## src/rtl/sort_sequencer.sv

```systemverilog
// SORT instruction execution unit: captures N words, sorts them ascending with
// odd-even transposition (one pass per cycle), then writes them back one per cycle.
//
// state | meaning
// IDLE  | waiting for start; outputs quiet
// SORT  | one odd-even transposition pass per cycle, p = pass index
// WRITE | word[i] written to (base+i) mod 16, done on the last word
module sort_sequencer #(
   parameter int N      = 4,
   parameter int WIDTH  = 32,
   parameter int SIGNED = 1
) (
   input  logic                 clk,
   input  logic                 rst,
   input  logic                 start,
   input  logic [3:0]           dest_base,
   input  logic [N*WIDTH-1:0]   data_in,
   output logic                 sort_cycle_count,
   output logic                 wb_en,
   output logic [3:0]           wb_dest,
   output logic [WIDTH-1:0]     wb_value,
   output logic                 done
);

   localparam int CW = (N > 2) ? $clog2(N) : 1;
   localparam logic [CW-1:0] LAST = CW'(N - 1);

   typedef enum logic [1:0] {IDLE, SORT, WRITE} state_t;

   state_t           state, state_nxt;
   logic [CW-1:0]    p, p_nxt;
   logic [CW-1:0]    i, i_nxt;
   logic [3:0]       base;
   logic [WIDTH-1:0] words      [N];
   logic [WIDTH-1:0] pass_words [N];
   logic             load;
   logic             pass_en;

   function automatic logic gt(input logic [WIDTH-1:0] a, input logic [WIDTH-1:0] b);
      if (SIGNED != 0) return $signed(a) > $signed(b);
      else             return a > b;
   endfunction

   // Pairs within one pass are disjoint, so every compare reads the registered array.
   always_comb begin
      pass_words = words;
      for (int j = 0; j < N - 1; j++) begin
         if ((j % 2) == int'(p[0]) && gt(words[j], words[j+1])) begin
            pass_words[j]   = words[j+1];
            pass_words[j+1] = words[j];
         end
      end
   end

   always_comb begin
      state_nxt = state;
      p_nxt     = p;
      i_nxt     = i;
      load      = 1'b0;
      pass_en   = 1'b0;
      case (state)
         IDLE: begin
            if (start) begin
               load      = 1'b1;
               p_nxt     = '0;
               state_nxt = SORT;
            end
         end
         SORT: begin
            pass_en = 1'b1;
            if (p == LAST) begin
               p_nxt     = '0;
               i_nxt     = '0;
               state_nxt = WRITE;
            end else begin
               p_nxt = p + 1'b1;
            end
         end
         WRITE: begin
            if (i == LAST) begin
               i_nxt     = '0;
               state_nxt = IDLE;
            end else begin
               i_nxt = i + 1'b1;
            end
         end
         default: state_nxt = IDLE;
      endcase
   end

   always_ff @(posedge clk) begin
      if (!rst) begin
         state <= IDLE;
         p     <= '0;
         i     <= '0;
         base  <= '0;
      end else begin
         state <= state_nxt;
         p     <= p_nxt;
         i     <= i_nxt;
         if (load) base <= dest_base;
      end
   end

   // Data array needs no reset: it is only observable in WRITE, which always follows a load.
   always_ff @(posedge clk) begin
      if (rst && load) begin
         for (int k = 0; k < N; k++) words[k] <= data_in[k*WIDTH +: WIDTH];
      end else if (rst && pass_en) begin
         words <= pass_words;
      end
   end

   assign sort_cycle_count = start | (state != IDLE);

   always_comb begin
      wb_en    = 1'b0;
      done     = 1'b0;
      wb_dest  = '0;
      wb_value = '0;
      if (state == WRITE) begin
         wb_en    = 1'b1;
         wb_dest  = base + 4'(i);
         wb_value = words[i];
         done     = (i == LAST);
      end
   end

endmodule

```

## config.mk

```make
export PLATFORM = sky130hd
export DESIGN_NAME = sort_sequencer
export DESIGN_NICKNAME = d
export VERILOG_FILES = /design/src/rtl/sort_sequencer.sv
export SDC_FILE = /design/constraint.sdc
export NUM_CORES = 1
export LEC_CHECK = 0
export CORE_MARGIN = 3
export CORE_UTILIZATION = 55
export DETAILED_ROUTE_END_ITERATION = 10
export PLACE_DENSITY = 0.84
export RECOVER_POWER = 100
export SLEW_MARGIN = 20
export SYNTH_ARGS = -nofsm -noshare
export SYNTH_HDL_FRONTEND = slang
export SYNTH_SLANG_ARGS = --single-unit
export TNS_END_PERCENT = 50
```

## constraint.sdc

```tcl
create_clock -name clk -period 5.39 [get_ports clk]
set_input_delay 1.078 -clock clk [delete_from_list [all_inputs] [get_ports clk]]
set_output_delay 1.078 -clock clk [all_outputs]
set_load 0.01 [all_outputs]
```

==> results.toml <==
[sta]
setup_viol = 0
hold_violations = 0
slew_headroom = -0.3372
tightest_slew_ns = 2.006
fmax_mhz = 213.7
fin_crit_ns = 4.680
final.setup.tns_ns = 0
rsz0062_at_grt = "no"
finClkSkew_ns = 0.007033
drv_slew = 116
holdWs_ns = 0.5257
layout_worst_path_cycle_share = 0.8683

[critical_path]
critical_path_class = "flip-flop to output pin"
reg2reg_slack_ns = 0.85
r2r-start = "words[91]"
cp-start-kind = "flip-flop"
crit_fanout = 20
cp.arrival_ns = 3.60
r2r_end = "words[64]"
cp_data_required_time_ns = 4.31
reg2reg_depth = 10
cp-end-kind = "output pin"

[die]
rows = 49
die_w_um = 142.1
die-area_um2 = 20190
coreArea_um2 = 18090
start_util = 0.5632
die_h_um = 142.1
boundaryPins = 174

[power]
power_frac_seq = 0.385
switching_share = 0.3596
switchingPower_w = 0.001493
total_leakage_power_nw = 4.950
finalPower_w = 0.004152
p_clk_frac = 0.268
p_comb_frac = 0.347
p_int_w = 0.002659
ir_worst_vdd_mv = 0.2554
p_per_area_nw_per_um2 = 330.2

[logic_synthesis]
mappedNetlistArea_um2 = 10190
syn_nets = 1294
synthTopCellsByCount = "152 x nand2_1, 132 x inv_1, 128 x edfxtp_1"
synth.top_cell.area_share = 0.3773
synthArstFlopShare = 0
ys_seq_area_frac = 0.3970
synth_cells = 1058
yosys_most_used_dff = "edfxtp_1"
ys_warn_count = 0
yosysMostFrequentCell = "nand2_1"
synth-seq-cells = 138
avgSynthCellArea_um2 = 9.628
yosysUniqueCellTypes = 50
synth_top_area_cell = "edfxtp_1"
yosys-top-cells-area = "edfxtp_1 38%, ha_1 12%, mux4_2 7.1%, nand2_1 5.6%, inv_1 4.9%"
synth_edf_count = 128

[final_layout]
fin_util = 0.6953
nNetsFinal = 1446
finalInstanceArea_um2 = 12580
area_growth_pct = 23.46
drive_gt1_frac = 0.07195
diodes = 0

[detailed_routing]
antenna_left = 0
dr.pass1.iters = 6
drt-initial-drc-count = 1152
viasPerCell = 6.508
wl_um = 32330
vias = 9449
drcViolationCount = 0
wl_per_cell_um = 22.26

[outcome]
violations = "max-capacitance violations, max-slew violations"
status = "complete, but fails checks"

[global_route]
grt_overflow = 0
grt_max_degree = 83
grt_pass1_wl_um = 50420
grt_antenna_before_repair = 0
track_usage = 0.3190
grt_pass1_vias = 9620

[place]
place.gp.congestion = 0.9416
place.port_buffers = 173
place_area_um2 = 12220
dpl.hpwl_um = 22510

[clock_tree]
ctsResizeCount = 0
cts.clk_slew.worst_paths_ns = 0.06
postCtsSetupBuffers = 0
holdBufCountCts = 0
root_buffer = "clkbuf_16"
cts_tree = "done"
numCtsBuffers = 17
clock-sinks = 138
h-tree-depth = 4
clk_latency_ns = 0.44
clk_path_buf_depth = 2

[flow_run]
maxCapViolations = 2

[worst_hold_path]
hold_end = "p[1]"
hold_class = "flip-flop to flip-flop"
hold_depth = 2
min_from = "p[1]"
flip-flops by register name, summed over array words and instances, names as in the netlist:
| name | flops |
|---|---|
| base | 4 |
| words | 128 |
| state | 2 |
| i | 2 |
| p | 2 |
per-stage QoR:
stage	setup WS (ns)	instances
floorplan	0.4261	1058
global placement	1.471	1420
detailed placement	1.342	1420
CTS	1.309	1452
global route	0.5415	1452
finish	0.7096	1452
cell type report:
class | count | area, um2
multi-input combinational | 725 | 5316
sequential | 138 | 4044
inverter | 132 | 495.5
tap | 229 | 286.5
clock inverter | 4 | 43.79
clock buffer | 28 | 496.7
timing repair buffer | 196 | 1893
fill | 1330 | 5510
power by group through the flow:
stage	logic [W]	registers, W	clock network (W)
global placement	0.00137	0.00159	0
CTS	0.00144	0.00158	0.00111
global route	0.00156	0.00161	0.00116
finish	0.00144	0.00160	0.00111
floorplan	0.000929	0.00155	0
detailed placement	0.00141	0.00160	0
worst max-delay path by stage:
stage / slack (ns) / to / cells after the start / from
detailed placement: 1.34 / words[65] / 11 / words[39]
global route: 0.54 / wb_value[0] / 4 / state[0]
finish: 0.71 / wb_value[24] / 4 / state[0]
floorplan: 0.43 / words[0] / 8 / words[63]
global placement: 1.47 / words[65] / 11 / words[39]
CTS: 1.31 / words[86] / 11 / words[63]
routing by layer:
metal,track usage,share of wire
met5,0,0
met4,0.1626,0.041
met3,0.06552,0.12
met2,0.5133,0.48
met1,0.4103,0.37
cells in the final DEF, fill, tap and decap left out, drive strengths merged, types with 2 or more instances in the layout:
cell type,n
nor2,49
o211ai,3
nand3,77
dfxtp,10
nor2b,41
mux4,32
inv,132
clkinv,3
or3b,2
nand4,21
o22ai,2
o21ai,47
clkdlybuf4s50,162
buf,9
clkbuf,42
ha,100
xnor2,2
a31oi,34
nor4,7
a2111oi,2
a32oi,2
a21o,6
and2,5
nor3,5
nand2,153
dlygate4sd3,11
a211oi,2
a221o,3
o31ai,34
o221ai,33
edfxtp,128
a21oi,43
nand2b,3
a211o,2
mux2i,4
logic make-up after synthesis:
group | Yosys count | synth area share
DFF | 138 | 0.3970
muxes | 36 | 0.07468
xor gates and xnor gates | 2 | 0.001720
adders and majority gates | 101 | 0.1248
and+or+nand+nor | 367 | 0.1669
AOI/OAI and AO/OA | 219 | 0.1599
buffers and inverters | 195 | 0.07493
critical path, cell delays in order, from the launching register on:
cell,delay (ns)
dfxtp_1,0.68
nand2b_1,0.82
clkbuf_1,0.91
nor2b_1,0.09
dlygate4sd3_1,0.65
No activity file was read; power rests on OpenSTA's default activity.
